File: config.mk
export PLATFORM = sky130hd
export DESIGN_NAME = stream_demux_n_flat
export DESIGN_NICKNAME = d
export VERILOG_FILES = /design/src/rtl/stream_demux_pkg.sv /design/src/rtl/stream_demux_if.sv /design/src/rtl/stream_demux_slot.sv /design/src/rtl/stream_demux_n.sv /design/src/flat_wrapper.sv
export SDC_FILE = /design/constraint.sdc
export NUM_CORES = 1
export LEC_CHECK = 0
export ABC_AREA = 1
export ABC_CLOCK_PERIOD_IN_PS = 2400
export CAP_MARGIN = 10
export CELL_PAD_IN_SITES_DETAIL_PLACEMENT = 0
export CELL_PAD_IN_SITES_GLOBAL_PLACEMENT = 2
export CORE_MARGIN = 8
export CORE_UTILIZATION = 25
export DETAILED_ROUTE_END_ITERATION = 12
export HOLD_SLACK_MARGIN = 0.03
export PLACE_DENSITY = 0.81
export SYNTH_ARGS = -nofsm -noshare
export SYNTH_HDL_FRONTEND = slang
export SYNTH_SLANG_ARGS = --single-unit
File: constraint.sdc
create_clock -name clk -period 2.4 [get_ports clk]
set_input_delay 0.48 -clock clk [delete_from_list [all_inputs] [get_ports clk]]
set_output_delay 0.48 -clock clk [all_outputs]
set_load 0.01 [all_outputs]
File: src/rtl/stream_demux_pkg.sv
// Shared constants and helpers for the stream_demux_n block.
package stream_demux_pkg;

    localparam int unsigned CNT_W = 16;

    // IDLE_ZERO encodings: hold last word, or gate dout to zero while idle
    localparam int unsigned IDLE_ZERO_HOLD = 0;
    localparam int unsigned IDLE_ZERO_GATE = 1;

    function automatic int unsigned clog2(input int unsigned value);
        int unsigned r;
        r = 0;
        while ((64'd1 << r) < 64'(value)) r++;
        return r;
    endfunction

endpackage

File: src/rtl/stream_demux_if.sv
// Producer-side and consumer-side stream signals of stream_demux_n.
interface stream_demux_if
    import stream_demux_pkg::*;
#(
    parameter int unsigned W = 8,
    parameter int unsigned N = 8
) ();

    localparam int unsigned SEL_W = clog2(N);

    logic             in_valid;
    logic             in_ready;
    logic [W-1:0]     din;
    logic [SEL_W-1:0] sel;
    logic [N-1:0]     out_valid;
    logic [N-1:0]     out_ready;
    logic [N*W-1:0]   dout;
    logic             sel_err;

    modport master (
        output in_valid, din, sel, out_ready,
        input  in_ready, out_valid, dout, sel_err
    );

    modport slave (
        input  in_valid, din, sel, out_ready,
        output in_ready, out_valid, dout, sel_err
    );

endinterface

File: src/rtl/stream_demux_slot.sv
// demux_slot: one-entry output register for a single demux channel.
module demux_slot
    import stream_demux_pkg::*;
#(
    parameter int unsigned W         = 8,
    parameter int unsigned IDLE_ZERO = IDLE_ZERO_GATE
) (
    input  logic         clk,
    input  logic         rst_n,
    input  logic         load_i,
    input  logic         ready_i,
    input  logic [W-1:0] din_i,
    output logic         valid_o,
    output logic         drain_o,
    output logic [W-1:0] dout_o
);

    logic         valid_q, valid_d;
    logic [W-1:0] data_q, data_d;

    assign drain_o = valid_q & ready_i;

    // A load wins over a drain: the slot refills in the cycle it empties.
    always_comb begin
        valid_d = valid_q;
        data_d  = data_q;
        if (load_i) begin
            valid_d = 1'b1;
            data_d  = din_i;
        end else if (drain_o) begin
            valid_d = 1'b0;
        end
    end

    always_ff @(posedge clk or negedge rst_n) begin
        if (!rst_n) begin
            valid_q <= 1'b0;
            data_q  <= '0;
        end else begin
            valid_q <= valid_d;
            data_q  <= data_d;
        end
    end

    assign valid_o = valid_q;

    generate
        if (IDLE_ZERO == IDLE_ZERO_GATE) begin : g_gate
            assign dout_o = valid_q ? data_q : '0;
        end else begin : g_hold
            assign dout_o = data_q;
        end
    endgenerate

endmodule

File: src/rtl/stream_demux_n.sv
// Registered 1-to-N stream demultiplexer with per-channel output slots.
// Optional per-channel drain counters when STREAM_DEMUX_CNT_EN is defined.
module stream_demux_n
    import stream_demux_pkg::*;
#(
    parameter int unsigned W         = 8,
    parameter int unsigned N         = 8,
    parameter int unsigned SEL_W     = clog2(N),
    parameter int unsigned IDLE_ZERO = IDLE_ZERO_GATE
) (
    input  logic                 clk,
    input  logic                 rst_n,
`ifdef STREAM_DEMUX_CNT_EN
    input  logic                 clr_cnt_i,
    output logic [N*CNT_W-1:0]   cnt_o,
`endif
    stream_demux_if.slave        bus
);

    logic [N-1:0] sel_hit;
    logic [N-1:0] load;
    logic [N-1:0] drain;
    logic [N-1:0] valid;
    logic [W-1:0] slot_dout [N];
    logic         in_ready;
    logic         xfer;
    logic         sel_err_q, sel_err_d;

    // An out-of-range select matches no channel, leaving in_ready at 1 (sink-drop).
    always_comb begin
        sel_hit  = '0;
        in_ready = 1'b1;
        for (int unsigned k = 0; k < N; k++) begin
            if (bus.sel == SEL_W'(k)) begin
                sel_hit[k] = 1'b1;
                in_ready   = !valid[k] | bus.out_ready[k];
            end
        end
    end

    assign xfer      = bus.in_valid & in_ready;
    assign load      = sel_hit & {N{xfer}};
    assign sel_err_d = xfer & ~(|sel_hit);

    always_ff @(posedge clk or negedge rst_n) begin
        if (!rst_n) begin
            sel_err_q <= 1'b0;
        end else begin
            sel_err_q <= sel_err_d;
        end
    end

    generate
        for (genvar k = 0; k < N; k++) begin : g_slot
            demux_slot #(
                .W         (W),
                .IDLE_ZERO (IDLE_ZERO)
            ) u_slot (
                .clk     (clk),
                .rst_n   (rst_n),
                .load_i  (load[k]),
                .ready_i (bus.out_ready[k]),
                .din_i   (bus.din),
                .valid_o (valid[k]),
                .drain_o (drain[k]),
                .dout_o  (slot_dout[k])
            );
        end
    endgenerate

    always_comb begin
        bus.dout = '0;
        for (int unsigned k = 0; k < N; k++) begin
            bus.dout[k*W +: W] = slot_dout[k];
        end
    end

    assign bus.in_ready  = in_ready;
    assign bus.out_valid = valid;
    assign bus.sel_err   = sel_err_q;

`ifdef STREAM_DEMUX_CNT_EN
    logic [CNT_W-1:0] cnt_q [N];
    logic [CNT_W-1:0] cnt_d [N];

    // Clear beats a same-cycle increment; increments stop at all-ones.
    always_comb begin
        for (int unsigned k = 0; k < N; k++) begin
            cnt_d[k] = cnt_q[k];
            if (clr_cnt_i) begin
                cnt_d[k] = '0;
            end else if (drain[k] && (cnt_q[k] != '1)) begin
                cnt_d[k] = cnt_q[k] + 1'b1;
            end
        end
    end

    always_ff @(posedge clk or negedge rst_n) begin
        if (!rst_n) begin
            for (int unsigned k = 0; k < N; k++) cnt_q[k] <= '0;
        end else begin
            for (int unsigned k = 0; k < N; k++) cnt_q[k] <= cnt_d[k];
        end
    end

    always_comb begin
        cnt_o = '0;
        for (int unsigned k = 0; k < N; k++) begin
            cnt_o[k*CNT_W +: CNT_W] = cnt_q[k];
        end
    end
`endif

endmodule

File: src/flat_wrapper.sv
// flat-port wrapper written by rule: the top's interface ports become plain ports
module stream_demux_n_flat import stream_demux_pkg::*;
#(
    parameter int unsigned W         = 8,
    parameter int unsigned N         = 8,
    parameter int unsigned SEL_W     = clog2(N),
    parameter int unsigned IDLE_ZERO = IDLE_ZERO_GATE
)
  (clk, rst_n, bus_in_valid, bus_din, bus_sel, bus_out_ready, bus_in_ready, bus_out_valid, bus_dout, bus_sel_err);
  stream_demux_if #(.W(W), .N(N)) bus_i ();
  input  logic clk;
  input  logic rst_n;
  input wire logic [$bits(bus_i.in_valid)-1:0] bus_in_valid;
  input wire logic [$bits(bus_i.din)-1:0] bus_din;
  input wire logic [$bits(bus_i.sel)-1:0] bus_sel;
  input wire logic [$bits(bus_i.out_ready)-1:0] bus_out_ready;
  output wire logic [$bits(bus_i.in_ready)-1:0] bus_in_ready;
  output wire logic [$bits(bus_i.out_valid)-1:0] bus_out_valid;
  output wire logic [$bits(bus_i.dout)-1:0] bus_dout;
  output wire logic [$bits(bus_i.sel_err)-1:0] bus_sel_err;
  assign bus_i.in_valid = bus_in_valid;
  assign bus_i.din = bus_din;
  assign bus_i.sel = bus_sel;
  assign bus_i.out_ready = bus_out_ready;
  assign bus_in_ready = bus_i.in_ready;
  assign bus_out_valid = bus_i.out_valid;
  assign bus_dout = bus_i.dout;
  assign bus_sel_err = bus_i.sel_err;
  stream_demux_n #(.W(W), .N(N), .SEL_W(SEL_W), .IDLE_ZERO(IDLE_ZERO)) u_core (.clk(clk), .rst_n(rst_n), .bus(bus_i));
endmodule
After elaboration in Yosys (flattened, before gate mapping):

Cells that the tools add are included.

* output and inout bits: 74
* bits in registers: 73
* input port bits: 22

* equality and inequality tests: 7
* reduce and logical (&&, ||, !) cells: 18
* bitwise gates (word level): 20
* muxes and demuxes: 40

Operators by type and width (number)
* $mux 8: 8
* $mux 1: 32
* $reduce_bool 2->1: 8
* $eq 3x3->1 const B: 4
* $and 1x1->1: 10
* $and 8x8->8: 1
* $logic_not 1->1: 8
* $or 1x1->1: 8
* $reduce_or 8->1: 1
* $eq 3x2->1 const B: 2
* $eq 3x1->1 const B: 1
* $logic_not 3->1: 1
* $not 1->1: 1

Longest topological paths before layout:

* depth in word-level cells: 13
* gate-level depth with buffers: 12
* depth with buffers taken out: 10

Modules after synthesis:

From an unflattened synthesis, not the netlist that was laid out.

* cells, all modules: 510
* area, all modules: 3654.8 um^2

Modules (own cells, without submodules)
* demux_slot: seq. area each 225.2 um^2, times used 8, area each 424.2 um^2, cells an instance 57
* stream_demux_n: seq. area each 25.0 um^2, times used 1, area each 261.5 um^2, cells an instance 54

Least setup slack after synthesis:

Ideal clock, no wire load.

* path kind: input-to-output
* start: input bus_sel[1]
* end: output bus_in_ready
* setup slack: 386 ps
* arrival: 1534 ps
* buffers on the path: 2
* required time: 1920 ps
* stages on the path: 6
* cell sequence: buf_2 -> nor3_4 -> nand2_1 -> nand4_1 -> nand2_2 -> buf_2

* cells in the longest elaborated chain, start to end: 9

Ends and longest elaborated chain
* start: declaration: RTL line flat_wrapper.sv:15 `input wire logic [$bits(bus_i.sel)-1:0] bus_sel;`
* $logic_not 3->1: RTL line stream_demux_n.sv:34 `if (bus.sel == SEL_W'(k)) begin`
* $mux 1 (7 in a row): RTL line stream_demux_n.sv:34
* $mux 1 (*): RTL line stream_demux_n.sv:34
* end: declaration: RTL line flat_wrapper.sv:17 `output wire logic [$bits(bus_i.in_ready)-1:0] bus_in_ready;`

Mark *: on every way between the ends. The rest lies on a longest branch, timed or not.

Worst setup path in the final report:

* start: input bus_sel[2]
* end: output bus_in_ready

The elaborated chain is that of the path after synthesis.

==> impl_metrics.tcl <==
set metrics [dict create \
    outcome "complete, no violations" \
    grt_pass1_vias 3616 \
    syn_inst 478 \
    ys_types 24 \
    drt_iter0_markers 173 \
    skew_ns 0.00821 \
    setup_slack_ns 0.195 \
    end_kind "primary output" \
    cts_max_level 3 \
    gp_congestion 0.771 \
    cp_cell_sequence "clkdlybuf4s50_1 > inv_2 > nand3_1 > nand3_1 > nor2_1 > nand4_1 > nand2_2 > clkbuf_2" \
    relSlewSlack_pct 36.3 \
    path_clk_slew_ns 0.05 \
    cp_max_fo 7 \
    worst_hold_path_type "in -> async" \
    fin_util_pct 36.0 \
    insertion_delay_ns 0.34 \
    grt_pass1_wl_mm 19.4 \
    grt_max_degree 74 \
    fp-row-count 44 \
    max_stage_delay_ns 0.50 \
    synth.yosys.warnings 0 \
    cts-buffers-inserted 9 \
    clock_path_buffers 2 \
    num_antenna_cells 0 \
    fin_crit_ns 2.21 \
    grt-ovfl-total 0 \
    avgRoutedWirePerCell_microns 15.4 \
    first_pass_iters 4 \
    cp.required_ns 1.92 \
    seqPwrFrac_pct 45.2 \
    cap_violations 0 \
    ys_ff_latch 73 \
    final_antenna_net_count 0 \
    cts_tree "done" \
    core_area_sq_um 14500 \
    worst_pin_slew_ns 0.955 \
    syn_area_per_cell_sq_um 7.80 \
    setup_violations 0 \
    switching_share_pct 28.0 \
    power_density_nw_per_um2 690 \
    timing.critical_path.mode_cell "nand3_1" \
    power.internal_mw 2.60 \
    syn_nets 500 \
    grt_use_total_pct 12.6 \
    via_per_inst 4.45 \
    cts_root_buf "clkbuf_16" \
    dp_cells 745 \
    worstSetupPathType "in -> out" \
    maxSlewViolCount 0 \
    chipHeight_microns 138 \
    portBuffers 95 \
    initial_utilization_pct 25.6 \
    irDropWorstVdd_mv 0.254 \
    antenna_found_initial 1 \
    crit_path_top_delay_cell "clkdlybuf4s50_1" \
    syn-cell-area_sq_um 3730 \
    crit_arrival_ns 1.73 \
    combPwrFrac_pct 17.5 \
    pre_cts_ws_ns -0.324 \
    cp-start-kind "input port" \
    p_switching_mw 1.01 \
    rsz0062_at_grt "false" \
    areaGrowthSynthToFinish_pct 40.2 \
    drive_gt1_share_pct 12.1 \
    stdcell_count 762 \
    hpwl_mm 8.32 \
    seq_area_frac_synth_pct 49.0 \
    fin_nets 595 \
    fillers 1559 \
    post-route-period-util_pct 91.9 \
    clock.fmax_mhz 453 \
    clock-sinks 73 \
    die_width_microns 138 \
    routed_wl_mm 11.7 \
    clkPwrFrac_pct 37.3 \
    io_pins 96 \
    p_leak_nw 2.87 \
    final_hold_viol_count 0 \
    dieArea_sq_um 19100 \
    vias 3392 \
    drc 0 \
]
## Yosys cell counts
cell        n  area share, %
buf_1       9           0.91
buf_2       7           0.94
buf_4       9            1.8
buf_6       1           0.30
clkbuf_1   14            1.4
clkinv_1    2           0.20
conb_1      1           0.10
dfrtp_1    73             49
inv_1      70            7.0
inv_2       5           0.50
mux2_2      8            2.4
nand2_1   184             19
nand2_2     1           0.17
nand3_1     6           0.81
nand3_2     4            1.1
nand3_4     3            1.4
nand4_1    57            9.6
nor2_1     11            1.1
nor3_1      3           0.40
nor3_2      1           0.27
nor3_4      2           0.87
o211ai_2    1           0.34
o21ai_0     1           0.13
o21ai_1     5           0.67
## final timing paths
| kind | from | to | slack [ns] | depth (start not counted) |
|---|---|---|---|---|
| setup reg to reg | u_core.g_slot[6].u_slot.valid_o | u_core.g_slot[1].u_slot.data_q[2] | 0.56 | 11 |
| hold reg to reg | u_core.g_slot[1].u_slot.data_q[6] | u_core.g_slot[1].u_slot.data_q[6] | 0.47 | 2 |
| max in group asynchronous | rst_n | u_core.g_slot[7].u_slot.data_q[4] | 1.49 | 1 |
| min in group clk | u_core.g_slot[1].u_slot.data_q[6] | u_core.g_slot[1].u_slot.data_q[6] | 0.47 | 2 |
| hold / removal | rst_n | u_core.g_slot[1].u_slot.data_q[0] | 0.28 | 1 |
| setup / recovery | bus_sel[2] | bus_in_ready | 0.19 | 8 |
## repair_timing
item                       4_1_cts  5_1_grt
setup endpoints to repair        1        1
gates resized for setup          3        2
hold buffers                     0        0
setup buffers                    1        0
hold endpoints to repair         0        0
## logic make-up (layout without fill, tap and decap cells)
group                  Yosys count  after routing  synth area share [%]
other                            1              1                 0.101
and+or+nand+nor                272            272                  34.2
AOI/OAI and AO/OA                7              7                  1.14
buffers and inverters          117            217                  13.1
DFF                             73             73                  49.0
muxes                            8              8                  2.42
## stage by stage
stage               TNS, ns  cell area, sq um  power [mW]  hold slack [ns]
finish                    0              5230        3.61            0.278
global route              0              5230        3.81            0.364
CTS                       0              5230        3.66            0.325
detailed placement    -5.94              4940        2.30            0.461
global placement      -1.53              4940        2.27            0.458
floorplan                 0              3730        1.98            0.184
## registers in the layout (all words and copies together) (netlist names)
name / count
u_core.g_slot.u_slot.data_q: 64
u_core.bus.sel_err: 1
u_core.g_slot.u_slot.valid_o: 8
## layout by cell type, fill, tap and decap left out, drive strengths merged
master,netlist,final
nand2,185,185
mux2,8,8
nand4,57,57
nor3,6,6
dlygate4sd2,0,2
inv,75,75
clkdlybuf4s50,0,90
buf,26,31
dfrtp,73,73
o211ai,1,1
clkbuf,14,14
o21ai,6,6
clkinv,2,4
bufinv,0,1
conb,1,1
nand3,13,13
nor2,11,11
## critical path, delay by kind of cell
kind          cells  cell delay, ns
buf+inv           3            0.75
simple gates      5            0.49
## power groups by stage
stage                     Clock [mW]  Sequential [mW]  Combinational [mW]
after floorplan                    0             1.60               0.379
after global placement             0             1.64               0.625
after detailed placement           0             1.65               0.645
after CTS                       1.38             1.63               0.646
after global routing            1.43             1.66               0.721
final                           1.34             1.63               0.632
## area by class of cell
type,count,area (sq um),area share (%)
sequential,73,1830,35.0
multi-input combinational,288,1410,27.0
timing repair buffer,124,1180,22.6
inverter,77,289,5.53
clock buffer,13,250,4.79
tap,184,230,4.41
clock inverter,3,40.0,0.766
## per-layer routing
layer / wire length (microns) / vias to the layer above / part of all wire (%) / track usage [%]
met5: 8 / - / 0.068 / 0
met4: 184 / 2 / 1.6 / 4.86
met3: 623 / 17 / 5.3 / 3.39
met2: 5570 / 101 / 47 / 20.5
met1: 5360 / 1600 / 46 / 15.5
li1: - / 1672 / - / -
No activity file was read; power rests on OpenSTA's default activity.
